--- config.mk ---
export PLATFORM = sky130hd
export DESIGN_NAME = subtractor_seq_n_flat
export DESIGN_NICKNAME = d
export VERILOG_FILES = /design/src/rtl/subtractor_seq_n_if.sv /design/src/rtl/subtractor_seq_n.sv /design/src/flat_wrapper.sv
export SDC_FILE = /design/constraint.sdc
export NUM_CORES = 1
export LEC_CHECK = 0
export CAP_MARGIN = 5
export CELL_PAD_IN_SITES_DETAIL_PLACEMENT = 1
export CELL_PAD_IN_SITES_GLOBAL_PLACEMENT = 2
export CORE_MARGIN = 2
export CORE_UTILIZATION = 34
export DETAILED_ROUTE_END_ITERATION = 8
export PLACE_DENSITY = 0.94
export SLEW_MARGIN = 20
export SYNTH_ARGS = -nofsm -noshare
export SYNTH_HDL_FRONTEND = slang
export SYNTH_SLANG_ARGS = --single-unit
--- constraint.sdc ---
create_clock -name clk -period 7.8 [get_ports clk]
set_input_delay 1.56 -clock clk [delete_from_list [all_inputs] [get_ports clk]]
set_output_delay 1.56 -clock clk [all_outputs]
set_load 0.01 [all_outputs]
--- src/rtl/subtractor_seq_n_if.sv ---
// ----------------------------------------------------------------------------
// subtractor_seq_n_if
//   Request/response bundle between a controlling FSM (master) and the
//   chunk-serial subtractor (slave).
//
//   start : request pulse, sampled only while the subtractor is idle
//   A, B  : minuend / subtrahend, N*WORDS bits, sampled on the accept edge
//   Bin   : borrow-in, sampled on the accept edge
//   busy  : high while an operation is in flight (RUN or DONE)
//   done  : one-cycle pulse, DIFF/Bout are final
//   DIFF  : difference modulo 2^(N*WORDS)
//   Bout  : borrow-out of the most significant chunk
// ----------------------------------------------------------------------------
interface subtractor_seq_n_if #(
    parameter int N     = 8,
    parameter int WORDS = 4
);
    logic                 start;
    logic [N*WORDS-1:0]   A;
    logic [N*WORDS-1:0]   B;
    logic                 Bin;
    logic                 busy;
    logic                 done;
    logic [N*WORDS-1:0]   DIFF;
    logic                 Bout;

    modport master (
        output start, A, B, Bin,
        input  busy, done, DIFF, Bout
    );

    modport slave (
        input  start, A, B, Bin,
        output busy, done, DIFF, Bout
    );
endinterface

--- src/rtl/subtractor_seq_n.sv ---
// ----------------------------------------------------------------------------
// subtractor_seq_n
//   Multi-cycle subtractor: DIFF = A - B - Bin over N*WORDS-bit operands,
//   one N-bit chunk per clock, least significant chunk first. The borrow
//   between chunks lives in a register so a single narrow N-bit stage serves
//   the whole operand width.
//
//   Ports:
//     clk : clock, all state changes on the rising edge
//     rst : asynchronous, active-high reset
//     bus : subtractor_seq_n_if.slave (start/A/B/Bin in, busy/done/DIFF/Bout out)
//
//   Timing (accept edge at t):
//     chunk edges t+1 .. t+WORDS, done high in the cycle after edge t+WORDS,
//     back to IDLE at edge t+WORDS+1, next accept at t+WORDS+2 at the earliest.
// ----------------------------------------------------------------------------
module subtractor_seq_n #(
    parameter int N     = 8,
    parameter int WORDS = 4
) (
    input  logic               clk,
    input  logic               rst,
    subtractor_seq_n_if.slave  bus
);

    localparam int              IDXW = (WORDS > 1) ? $clog2(WORDS) : 1;
    localparam logic [IDXW-1:0] LAST = IDXW'(WORDS - 1);

    typedef enum logic [1:0] {
        IDLE = 2'd0,
        RUN  = 2'd1,
        DONE = 2'd2
    } state_t;

    state_t                  state_q;
    logic [IDXW-1:0]         idx_q;
    logic                    borrow_q;
    // Operands and result are held chunk-addressable so the running index
    // selects a whole N-bit chunk directly.
    logic [WORDS-1:0][N-1:0] a_q;
    logic [WORDS-1:0][N-1:0] b_q;
    logic [WORDS-1:0][N-1:0] diff_q;
    logic                    busy_q;
    logic                    done_q;
    logic                    bout_q;

    // One chunk step in N+1 bits: the top bit is set exactly when
    // a - b - borrow is negative, i.e. it is the borrow into the next chunk.
    logic [N:0]              step_d;

    always_comb begin
        step_d = {1'b0, a_q[idx_q]} - {1'b0, b_q[idx_q]} - {{N{1'b0}}, borrow_q};
    end

    always_ff @(posedge clk or posedge rst) begin
        if (rst) begin
            state_q  <= IDLE;
            idx_q    <= '0;
            borrow_q <= 1'b0;
            a_q      <= '0;
            b_q      <= '0;
            diff_q   <= '0;
            busy_q   <= 1'b0;
            done_q   <= 1'b0;
            bout_q   <= 1'b0;
        end else begin
            done_q <= 1'b0;
            unique case (state_q)
                IDLE: begin
                    if (bus.start) begin
                        a_q      <= bus.A;
                        b_q      <= bus.B;
                        borrow_q <= bus.Bin;
                        idx_q    <= '0;
                        diff_q   <= '0;
                        bout_q   <= 1'b0;
                        busy_q   <= 1'b1;
                        state_q  <= RUN;
                    end
                end
                RUN: begin
                    diff_q[idx_q] <= step_d[N-1:0];
                    borrow_q      <= step_d[N];
                    if (idx_q == LAST) begin
                        bout_q  <= step_d[N];
                        // Parked at 0 so the index never leaves 0..WORDS-1.
                        idx_q   <= '0;
                        done_q  <= 1'b1;
                        state_q <= DONE;
                    end else begin
                        idx_q <= idx_q + 1'b1;
                    end
                end
                DONE: begin
                    busy_q  <= 1'b0;
                    state_q <= IDLE;
                end
                default: begin
                    busy_q  <= 1'b0;
                    state_q <= IDLE;
                end
            endcase
        end
    end

    assign bus.busy = busy_q;
    assign bus.done = done_q;
    assign bus.DIFF = diff_q;
    assign bus.Bout = bout_q;

endmodule

--- src/flat_wrapper.sv ---
// flat-port wrapper written by rule: the top's interface ports become plain ports
module subtractor_seq_n_flat 
#(
    parameter int N     = 8,
    parameter int WORDS = 4
)
  (clk, rst, bus_start, bus_A, bus_B, bus_Bin, bus_busy, bus_done, bus_DIFF, bus_Bout);
  subtractor_seq_n_if #(.N(N), .WORDS(WORDS)) bus_i ();
  input  logic clk;
  input  logic rst;
  input wire logic [$bits(bus_i.start)-1:0] bus_start;
  input wire logic [$bits(bus_i.A)-1:0] bus_A;
  input wire logic [$bits(bus_i.B)-1:0] bus_B;
  input wire logic [$bits(bus_i.Bin)-1:0] bus_Bin;
  output wire logic [$bits(bus_i.busy)-1:0] bus_busy;
  output wire logic [$bits(bus_i.done)-1:0] bus_done;
  output wire logic [$bits(bus_i.DIFF)-1:0] bus_DIFF;
  output wire logic [$bits(bus_i.Bout)-1:0] bus_Bout;
  assign bus_i.start = bus_start;
  assign bus_i.A = bus_A;
  assign bus_i.B = bus_B;
  assign bus_i.Bin = bus_Bin;
  assign bus_busy = bus_i.busy;
  assign bus_done = bus_i.done;
  assign bus_DIFF = bus_i.DIFF;
  assign bus_Bout = bus_i.Bout;
  subtractor_seq_n #(.N(N), .WORDS(WORDS)) u_core (.clk(clk), .rst(rst), .bus(bus_i));
endmodule
## Word-level counts from Yosys, hierarchy flattened

Cells that the tools add are included.

- Bitwise gates (word level): 1
- Add/sub/neg operators: 3
- Eq/ne operators: 4
- Mux-type cells: 24
- Reductions and logical operators: 8
- Magnitude comparators: 2

Operator list:

| kind | number |
|---|---|
| one-hot mux 32 bit (2 select lines) | 1 |
| binary-select mux 8 bit (select 2 bit) | 2 |
| bitwise mux 32 bit | 1 |
| two-way mux 32 bit | 1 |
| two-way mux 8 bit | 3 |
| demux 8 bit (select 2 bit) | 1 |
| subtractor 8 x 8 -> 9 bit | 1 |
| subtractor 9 x 1 -> 9 bit | 1 |
| two-way mux 2 bit | 4 |
| one-hot mux 2 bit (2 select lines) | 2 |
| AND reduction 2 bit | 4 |
| two-way mux 1 bit | 6 |
| one-hot mux 1 bit (2 select lines) | 3 |
| less-than comparator 2 x 3 -> 1 bit (second input constant) | 1 |
| AND reduction 3 bit | 1 |
| adder 2 x 1 -> 2 bit (second input constant) | 1 |
| equality test 2 x 1 -> 1 bit (second input constant) | 1 |
| equality test 2 bit (second input constant) | 1 |
| greater-or-equal comparator 2 x 1 -> 1 bit (second input constant) | 1 |
| logical NOT 2 bit | 1 |
| != test 2 x 1 -> 1 bit (second input constant) | 1 |
| != test 2 bit (second input constant) | 1 |
| nonzero test 2 bit | 1 |
| logical AND 1 bit | 1 |
| NOT 1 bit | 1 |

- Register bits after elaboration: 104
- Input port bits: 68

## Logic depth before layout (Yosys ltp)

Gate-level depths: netlist of run 1.

- Depth in word-level cells: 6
- Gate-level depth with buffers: 12
- Gate-level depth less buffers: 10

## Least setup slack after synthesis of run 1

OpenSTA, ideal clock, no wires.

- Path type: register -> register
- Start: reg u_core.idx_q[0]
- End: reg u_core.diff_q, in the netlist u_core.bus.DIFF[14]
- Setup time: 0.132 ns
- Data arrival time: 3.331 ns
- Data required time: 7.668 ns
- Stages on the path, launching flop included: 12
- Slack: 4.337 ns
- Cell sequence: dfrtp_1 > buf_6 > buf_1 > mux4_2 > fa_1 > fa_1 > nand2b_1 > a21oi_1 > o21bai_1 > a21oi_1 > xor2_1 > o21ai_0

- Word-level cells in the longest chain between the ends: 6
- Elaborated cells on any way between the ends: 13
- Those cells by class: add/sub: 2; order compare: 2; mux: 8; reduce/logical: 1

RTL lines:

| element | line | RTL |
|---|---|---|
| start, declared | subtractor_seq_n.sv:36 | `logic [IDXW-1:0] idx_q;` |
| start signal, assigned | subtractor_seq_n.sv:91 | `idx_q <= idx_q + 1'b1;` |
| binary-select mux 8 bit (select 2 bit), or another cell as far along | subtractor_seq_n.sv:52 | `step_d = {1'b0, a_q[idx_q]} - {1'b0, b_q[idx_q]} - {{N{1'b0}}, borrow_q};` |
| two-way mux 8 bit (not written as such) / logical AND 1 bit (equally long branches) | subtractor_seq_n.sv:52, subtractor_seq_n.sv:82 |  |
| subtractor 8 x 8 -> 9 bit / two-way mux 8 bit (equally long branches) | subtractor_seq_n.sv:52, subtractor_seq_n.sv:82 |  |
| subtractor 9 x 1 -> 9 bit / demux 8 bit (select 2 bit) (equally long branches) | - |  |
| bitwise mux 32 bit (*) | subtractor_seq_n.sv:82 | `diff_q[idx_q] <= step_d[N-1:0];` |
| one-hot mux 32 bit (2 select lines) (*) | subtractor_seq_n.sv:68 | `unique case (state_q)` |
| end signal, assigned by index | subtractor_seq_n.sv:82 |  |
| end, declared | subtractor_seq_n.sv:42 | `logic [WORDS-1:0][N-1:0] diff_q;` |

Every way passes the cells marked *; elsewhere a longest branch is shown, timed or not. The select of a mux whose other input is x is not followed.
A chain may end at the register's enable or synchronous reset.

## Worst setup path in the final report of run 1

- Start: reg u_core.idx_q[1]
- End: reg u_core.diff_q, in the netlist u_core.bus.DIFF[22]

The elaborated chain is that of the path after synthesis.

==> impl_metrics.yaml, run 1 <==
layout:
  nFillCells: 1527
  multi_input_area_mm2: 0.00193
  fin_util_pct: 45.6
  drive_gt1_share_pct: 7.40
  nNetsFinal: 662
  antennaDiodeCount: 0
  area.sequential_mm2: 0.00260
  area_growth_pct: 32.6
min_path:
  hold_class: "reg -> reg"
synthesis:
  synth_nets: 563
  synth-edff-count: 0
  ys_seq_area_share_pct: 55.2
  syn_inst: 477
  synth_ff_type: "dfrtp_1"
  ys_warn_count: 0
  ys_ff_latch: 104
  avgSynthCellArea_um2: 9.89
  ys_types: 30
  syn-cell-area_mm2: 0.00472
  async_flop_share_pct: 100
placement:
  gp_congestion: 0.797
  hpwlAfterDp_um: 9220
  place_ws_ns: 4.35
  port_buffers: 102
sta:
  fin_worst_skew_ns: 0.00805
  finalCriticalPeriod_ns: 3.47
  maxSlewViolCount: 0
  setup_tns_ns: 0
  fin_crit_sh_pct: 44.5
  worst_slack_ns: 4.33
  hold_viol: 0
  fmax_mhz: 288
  setup_viol: 0
  tightest_slew_ns: 0.809
  rsz0062_at_grt: "false"
  slew_headroom_pct: 46.1
clock_network:
  h-tree-depth: 3
  cts_root_buf: "clkbuf_16"
  post_cts_resized: 0
  numCtsBuffers: 9
  cts.sinks: 104
  cts.reportedPaths.clkPinSlew_ns: 0.07
  clk_path_buf_depth: 2
  cts_tree: "built"
  postCtsSetupRepairBufs: 0
  postCtsHoldBufs: 0
  clk_latency_ns: 0.35
global_routing:
  grtUsageMet2_pct: 31.0
  antenna_found_initial: 0
  grt.overflow.total: 0
  grt_pass1_vias: 3959
  top_usage_layer: "met2"
  grt_max_degree: 67
  globalRouteMet1Util_pct: 21.9
  gr-usage-met3_pct: 3.65
  grt_pass1_wl_um: 19900
  grtUsageTotal_pct: 17.6
setup_path:
  critPathKind: "reg -> reg"
  cp.arrival_ns: 3.69
  path_max_fanout: 19
  cp-end-kind: "register"
  startpoint_type: "register"
  crit_required_ns: 8.02
die:
  fp.coreArea_mm2: 0.0137
  dieWidth_um: 122
  start_util_pct: 34.4
  fp.dieH_um: 122
  row_count: 43
  io_pins: 103
  dieArea_mm2: 0.0148
detailed_routing:
  num_vias: 3667
  drtPass1Iterations: 4
  drc: 0
  via_per_inst: 4.82
  postRouteAntennaNets: 0
  wirelength_um: 12200
  drt_iter0_markers: 195
  wire_per_inst_um: 16.1
pwr:
  powerDensity_mw_per_mm2: 547
  vdd_drop_max_uv: 309
  p_total_uw: 3420
  power.leakage_uw: 0.00302
outcome:
  status: "complete, no violations"
job:
  timing.max_cap.violations: 0
-- synth_stat cells (3+ instances only) --
library cell,number,area share [%]
nand3_1,4,0.42
and2_1,3,0.40
a22o_1,16,3.0
mux4_2,16,7.6
o21ai_0,19,2.0
xnor2_1,3,0.56
a21oi_1,7,0.74
clkbuf_1,15,1.2
ha_1,16,4.2
dfrtp_1,104,55
inv_1,28,2.2
nor2_1,9,0.72
nand2_1,214,17
-- layer usage --
layer	up-vias	part of all wire, %	wire length (um)
li1	1738	-	-
met5	-	0	0
met2	83	51	6210
met4	0	1.4	166
met3	11	3.9	478
met1	1835	44	5360
-- cells by family after synthesis --
logic type | share of synthesized area [%]
multiplexers | 7.64
AO/OA/AOI/OAI | 7.16
AND/OR/NAND/NOR | 19.4
XOR/XNOR | 1.62
adder cells (fa/ha/maj) | 5.09
flip-flops | 55.2
buffers and inverters | 3.93
-- per-stage QoR --
stage	instances	hold WS, ns	area [um^2]
floorplan	477	0.440	4720
global placement	745	0.454	5930
detailed placement	745	0.458	5930
CTS	761	0.483	6250
global route	761	0.509	6250
finish	761	0.478	6250
-- registers in the layout, summed over array words and instances, names as in the netlist --
register	flops
u_core.bus.Bout	1
u_core.a_q	32
u_core.bus.DIFF	32
u_core.b_q	32
u_core.idx_q	2
u_core.borrow_q	1
u_core.bus.done	1
u_core.state_q	2
u_core.bus.busy	1
-- final timing paths --
| check | depth (start not counted) | slack, ns | end | from |
|---|---|---|---|---|
| hold / removal | 2 | 0.48 | u_core.b_q[26]$_DFFE_PP0P_ | u_core.b_q[26]$_DFFE_PP0P_ |
| max in group asynchronous | 3 | 5.02 | u_core.a_q[4]$_DFFE_PP0P_ | rst |
| setup / recovery | 9 | 4.33 | u_core.bus.DIFF[22]$_DFFE_PP0P_ | u_core.idx_q[1]$_DFFE_PP0P_ |
| hold reg to reg | 2 | 0.48 | u_core.b_q[26]$_DFFE_PP0P_ | u_core.b_q[26]$_DFFE_PP0P_ |
| min in group asynchronous | 2 | 1.62 | u_core.bus.DIFF[13]$_DFFE_PP0P_ | rst |
| setup reg to reg | 9 | 4.33 | u_core.bus.DIFF[22]$_DFFE_PP0P_ | u_core.idx_q[1]$_DFFE_PP0P_ |
-- layout by cell type (no fill, tap or decap), types with 4 or more instances in the layout --
master / synthesis / routed
a21oi_1: 7 / 7
clkdlybuf4s50_1: 0 / 102
inv_1: 28 / 27
o21ai_0: 19 / 19
buf_4: 0 / 5
ha_1: 16 / 16
nand2_1: 214 / 214
a22o_1: 16 / 16
clkbuf_16: 0 / 9
nand3_1: 4 / 4
mux4_2: 16 / 16
nor2_1: 9 / 9
dfrtp_1: 104 / 104
-- power breakdown --
group | switching [uW] | internal, uW | total, uW
sequential | 160 | 780 | 940
clock | 211 | 285 | 495
combinational | 1150 | 835 | 1980
total | 1520 | 1900 | 3420
-- worst max-delay path: stages (launching register included) --
cell and delay [ns]:
dfrtp_1 0.87, mux4_2 0.44, fa_1 0.43, fa_1 0.44
nand2b_1 0.16, a21oi_1 0.30, o21bai_1 0.11, a21oi_1 0.18
xor2_1 0.26, o21ai_0 0.15
-- layout make-up --
type / instances / area share [%]
Sequential cell: 104 / 41.6
Clock buffer: 9 / 3.60
Inverter: 28 / 1.72
Timing Repair Buffer: 107 / 16.9
Multi-Input combinational cell: 326 / 30.9
Tap cell: 180 / 3.60
Clock inverter: 7 / 1.62
No activity file was read; power rests on OpenSTA's default activity.
==> run 2: changes to the inputs <==
--- a/config.mk
+++ b/config.mk
@@ -9,9 +9,9 @@
 export CELL_PAD_IN_SITES_DETAIL_PLACEMENT = 1
 export CELL_PAD_IN_SITES_GLOBAL_PLACEMENT = 2
 export CORE_MARGIN = 2
-export CORE_UTILIZATION = 34
+export CORE_UTILIZATION = 31
 export DETAILED_ROUTE_END_ITERATION = 8
-export PLACE_DENSITY = 0.94
+export PLACE_DENSITY = 0.87
 export SLEW_MARGIN = 20
 export SYNTH_ARGS = -nofsm -noshare
 export SYNTH_HDL_FRONTEND = slang
==> constraint.sdc (replaced) <==
create_clock -name clk -period 3.4 [get_ports clk]
set_input_delay 0.68 -clock clk [delete_from_list [all_inputs] [get_ports clk]]
set_output_delay 0.68 -clock clk [all_outputs]
set_load 0.01 [all_outputs]
==> run 2 against run 1 <==
Non-clock buffer count increased by 5. Via count increased by 0.46%. Register-to-register slack got worse by 4.0 ns. Worst hold slack got worse by 0.0053 ns. Clock power increased by 110%. Highest routed layer unchanged. First-iteration DRC count decreased by 14%.
==> impl_metrics.yaml, run 2 (synthesis gave the netlist of run 1 again) <==
sta:
  fin_worst_skew_ns: 0.00886
  timing.hold.ws_ns: 0.473
  hold_viol: 0
  slew_headroom_pct: 62.2
  maxSlewViolCount: 0
  fmax_mhz: 323
  finalCriticalPeriod_ns: 3.09
  setup_viol: 0
  rsz0062_at_grt: "false"
  fin_crit_sh_pct: 90.9
  tightest_slew_ns: 0.565
  setup_tns_ns: 0
setup_path:
  critPathKind: "reg -> reg"
  reg2reg_depth: 9
  worstPathCellList: "mux4_2 > fa_1 > fa_1 > nand2b_1 > a21oi_1 > o21bai_1 > a21oi_1 > xor2_2 > o21ai_0"
  cp-end-kind: "register"
  r2r-start: "u_core.idx_q[0]$_DFFE_PP0P_"
  cp_num_buf_inv: 0
  startpoint_type: "register"
  cp_slowest_cell: "mux4_2"
  rrSetupSlack_ns: 0.31
  rr_endpoint: "u_core.bus.DIFF[30]$_DFFE_PP0P_"
  path_max_fanout: 5
  max_stage_delay_ns: 0.53
  cp.arrival_ns: 3.30
  crit_required_ns: 3.61
  crit_family: "adder cells"
min_path:
  hold_class: "reg -> reg"
  holdCritStartpoint: "u_core.a_q[26]$_DFFE_PP0P_"
  whs_path_depth: 2
  hold_path_end: "u_core.a_q[26]$_DFFE_PP0P_"
detailed_routing:
  drtPass1Iterations: 4
  drc: 0
  via_per_inst: 4.76
  num_vias: 3684
  wirelength_um: 12100
  drt_iter0_markers: 168
  postRouteAntennaNets: 0
  wire_per_inst_um: 15.6
layout:
  final_cell_mix: "nand2_1, dfrtp_1, clkdlybuf4s50_1"
  nFillCells: 1705
  stdcell_area_mm2: 0.00630
  nNetsFinal: 667
  layout_commonest_cell: "nand2_1"
  drive_gt1_share_pct: 8.19
  antennaDiodeCount: 0
  multi_input_area_mm2: 0.00194
  area_growth_pct: 33.5
  area.sequential_mm2: 0.00260
die:
  row_count: 45
  fp.coreArea_mm2: 0.0150
  fp.dieH_um: 127
  start_util_pct: 31.4
  dieArea_mm2: 0.0162
  dieWidth_um: 127
  io_pins: 103
placement:
  port_buffers: 102
  gp_congestion: 0.788
  hpwlAfterDp_um: 9230
  place_area_mm2: 0.00599
global_routing:
  grt_max_degree: 105
  grt.overflow.total: 0
  grt_pass1_wl_um: 20000
  grtUsageTotal_pct: 15.7
  grt_pass1_vias: 3985
  antenna_found_initial: 0
clock_network:
  h-tree-depth: 3
  cts.reportedPaths.clkPinSlew_ns: 0.07
  cts_root_buf: "clkbuf_16"
  numCtsBuffers: 9
  cts_tree: "built"
  clk_latency_ns: 0.35
  clk_path_buf_depth: 2
  cts.sinks: 104
  postCtsSetupRepairBufs: 0
outcome:
  status: "complete, no violations"
job:
  timing.max_cap.violations: 0
pwr:
  powerDensity_mw_per_mm2: 1240
  power.leakage_uw: 0.00303
  vdd_drop_max_uv: 750
## run 2: timing repair
| action | 4_1_cts | 5_1_grt |
|---|---|---|
| resized for setup | 0 | 2 |
| hold buffers | 0 | 0 |
| endpoints found under the hold margin | 0 | 0 |
| endpoints found under the setup margin | 0 | 4 |
## run 2: power breakdown
part / total [uW] / internal, uW / switching, uW
clock: 1040 / 593 / 446
combinational: 4620 / 1970 / 2650
sequential: 2130 / 1790 / 336
## run 2: how the worst max path moves through the flow
| stage | cells past startpoint | startpoint | endpoint | slack (ns) |
|---|---|---|---|---|
| 2_1_floorplan | 11 | u_core.idx_q[0]$_DFFE_PP0P_ | u_core.bus.DIFF[14]$_DFFE_PP0P_ | 0.15 |
| 3_3_place_gp | 9 | u_core.idx_q[0]$_DFFE_PP0P_ | u_core.bus.DIFF[22]$_DFFE_PP0P_ | 0.29 |
| 3_5_place_dp | 9 | u_core.idx_q[0]$_DFFE_PP0P_ | u_core.bus.DIFF[22]$_DFFE_PP0P_ | 0.15 |
| 4_1_cts | 9 | u_core.idx_q[0]$_DFFE_PP0P_ | u_core.bus.DIFF[22]$_DFFE_PP0P_ | 0.13 |
| 5_1_grt | 9 | u_core.idx_q[0]$_DFFE_PP0P_ | u_core.bus.DIFF[22]$_DFFE_PP0P_ | 0.06 |
| 6_report | 9 | u_core.idx_q[0]$_DFFE_PP0P_ | u_core.bus.DIFF[30]$_DFFE_PP0P_ | 0.31 |
## run 2: tightest hold or removal path, delay by kind of cell (launching register included)
| kind | cells | cell delay [ns] |
|---|---|---|
| DFF | 1 | 0.34 |
| and+or+nand+nor | 2 | 0.10 |
## run 2: through the flow
step / util [%] / power [uW] / worst slack, ns / std cells
floorplan: - / 5220 / 0.154 / 477
global placement: 39.8 / 6470 / 0.293 / 758
detailed placement: 39.8 / 6730 / 0.154 / 758
CTS: 41.8 / 7810 / 0.134 / 774
global route: 41.9 / 8450 / 0.0553 / 774
finish: 41.9 / 7790 / 0.309 / 774
## run 2: layer usage
metal	part of all wire [%]	vias up	wire (um)	global-route usage (%)
li1	-	1753	-	-
met1	45	1831	5420	20.3
met2	50	83	6040	27.3
met3	3.6	17	435	3.02
met4	1.3	0	159	4.01
met5	0	-	0	0
## run 2: final cells by class
cell class	instances	area share (%)
Clock buffer	12	3.91
Clock inverter	4	0.854
Inverter	28	1.73
Multi-Input combinational cell	326	30.8
Sequential cell	104	41.3
Tap cell	188	3.74
Timing Repair Buffer	112	17.6
==> run 3: changes to the inputs <==
--- a/config.mk
+++ b/config.mk
@@ -11,6 +11,7 @@
 export CORE_MARGIN = 2
 export CORE_UTILIZATION = 31
 export DETAILED_ROUTE_END_ITERATION = 8
+export GPL_TIMING_DRIVEN = 0
 export PLACE_DENSITY = 0.87
 export SLEW_MARGIN = 20
 export SYNTH_ARGS = -nofsm -noshare
==> run 3 against run 2 <==
Die area stayed put. Cell area is 1.4% higher. Worst setup slack worse by 0.13 ns. Largest cell class unchanged. Sequential share of layout area is 0.59 points lower. Sequential power is 2% lower. Sequential cell count stayed put. Total power is 2.5% higher. First-iteration DRC count is 11% lower. Global-route usage is 1.6 points higher. Fmax is 4.1% lower. Largest power group unchanged.
==> impl_metrics.yaml, run 3 (synthesis gave the netlist of run 1 again) <==
outcome:
  status: "complete, no violations"
global_routing:
  grt_pass1_vias: 4104
  grt_max_degree: 37
  grtUsageTotal_pct: 17.3
  grt_pass1_wl_um: 21600
  grt.overflow.total: 0
  antenna_found_initial: 0
setup_path:
  reg2reg_depth: 11
  cp.arrival_ns: 3.45
  critPathKind: "reg -> reg"
  crit_required_ns: 3.62
  cp-end-kind: "register"
  startpoint_type: "register"
  path_max_fanout: 10
sta:
  maxSlewViolCount: 0
  finalCriticalPeriod_ns: 3.22
  fin_crit_sh_pct: 94.8
  worst_slack_ns: 0.175
  fmax_mhz: 310
  timing.hold.ws_ns: 0.470
  fin_worst_skew_ns: 0.00478
  tightest_slew_ns: 0.653
  slew_headroom_pct: 56.5
  setup_viol: 0
  hold_viol: 0
detailed_routing:
  wire_per_inst_um: 16.9
  postRouteAntennaNets: 0
  wirelength_um: 13300
  drc: 0
  drtPass1Iterations: 4
  num_vias: 3729
  via_per_inst: 4.73
  drt_iter0_markers: 150
clock_network:
  numCtsBuffers: 9
  cts_root_buf: "clkbuf_16"
  cts.reportedPaths.clkPinSlew_ns: 0.06
  postCtsHoldBufs: 0
  h-tree-depth: 3
  clk_latency_ns: 0.35
  cts.sinks: 104
  clk_path_buf_depth: 2
  cts_tree: "built"
placement:
  place_area_mm2: 0.00604
  place_ws_ns: -0.630
  gp_congestion: 0.828
  port_buffers: 102
  hpwlAfterDp_um: 10100
min_path:
  hold_class: "reg -> reg"
  whs_path_depth: 2
pwr:
  powerDensity_mw_per_mm2: 1250
  vdd_drop_max_uv: 677
  p_total_uw: 7980
  power.leakage_uw: 0.00306
layout:
  drive_gt1_share_pct: 7.83
  area_growth_pct: 35.4
  final_cell_mix: "nand2_1, dfrtp_1, clkdlybuf4s50_1"
  nFillCells: 1706
  stdcell_area_mm2: 0.00638
  multi_input_area_mm2: 0.00195
  antennaDiodeCount: 0
  fin_util_pct: 42.5
  layout_commonest_cell: "nand2_1"
  nNetsFinal: 683
  area.sequential_mm2: 0.00260
die:
  dieWidth_um: 127
  start_util_pct: 31.4
  dieArea_mm2: 0.0162
  row_count: 45
  io_pins: 103
  fp.coreArea_mm2: 0.0150
  fp.dieH_um: 127
job:
  timing.max_cap.violations: 0
## run 3: what timing repair did
action                     4_1_cts  5_1_grt
setup endpoints to repair       26        4
buffers inserted                 0        5
pin swaps                        0        1
resized for setup                8        3
hold endpoints to repair         0        0
## run 3: metal layers
layer	share of wire (%)	vias to the layer above	global-route usage [%]	wire, um
met2	48	97	29.1	6420
met3	3.8	21	2.60	509
met1	45	1832	22.4	6000
met4	2.7	0	7.63	363
li1	-	1779	-	-
met5	0	-	0	0
## run 3: final cells by class
type / count / share of cell area, %
Multi-Input combinational cell: 326 / 30.6
Clock inverter: 1 / 0.470
Tap cell: 188 / 3.68
Clock buffer: 13 / 3.76
Timing Repair Buffer: 110 / 17.5
Buffer: 18 / 1.55
Sequential cell: 104 / 40.8
Inverter: 28 / 1.70
## run 3: per-stage QoR
stage / cells / setup TNS [ns]
2_1_floorplan: 477 / 0
3_3_place_gp: 767 / -3.62
3_5_place_dp: 770 / -5.76
4_1_cts: 783 / 0
5_1_grt: 788 / -0.0321
6_report: 788 / 0
## run 3: final timing paths
kind	start	to	slack, ns
worst max-delay path	u_core.idx_q[1]$_DFFE_PP0P_	u_core.bus.DIFF[22]$_DFFE_PP0P_	0.18
worst min-delay path	u_core.a_q[20]$_DFFE_PP0P_	u_core.a_q[20]$_DFFE_PP0P_	0.47
worst max register to register	u_core.idx_q[1]$_DFFE_PP0P_	u_core.bus.DIFF[22]$_DFFE_PP0P_	0.18
worst min register to register	u_core.a_q[20]$_DFFE_PP0P_	u_core.a_q[20]$_DFFE_PP0P_	0.47
max in group asynchronous	rst	u_core.a_q[5]$_DFFE_PP0P_	2.00
min in group asynchronous	rst	u_core.bus.DIFF[2]$_DFFE_PP0P_	0.70
## run 3: where the power goes
| group | internal [uW] | switching [uW] |
|---|---|---|
| Clock | 565 | 434 |
| Combinational | 2060 | 2840 |
| Sequential | 1790 | 299 |
## run 3: worst max-delay path: stages, from the launching register on
cell and delay (ns):
dfrtp_1 0.40, buf_6 0.19, buf_6 0.19, mux4_2 0.36, fa_2 0.39, fa_1 0.45
nand2b_1 0.19, a21oi_2 0.21, o21bai_1 0.13, a21oi_2 0.22, xor2_2 0.24, o21ai_0 0.12
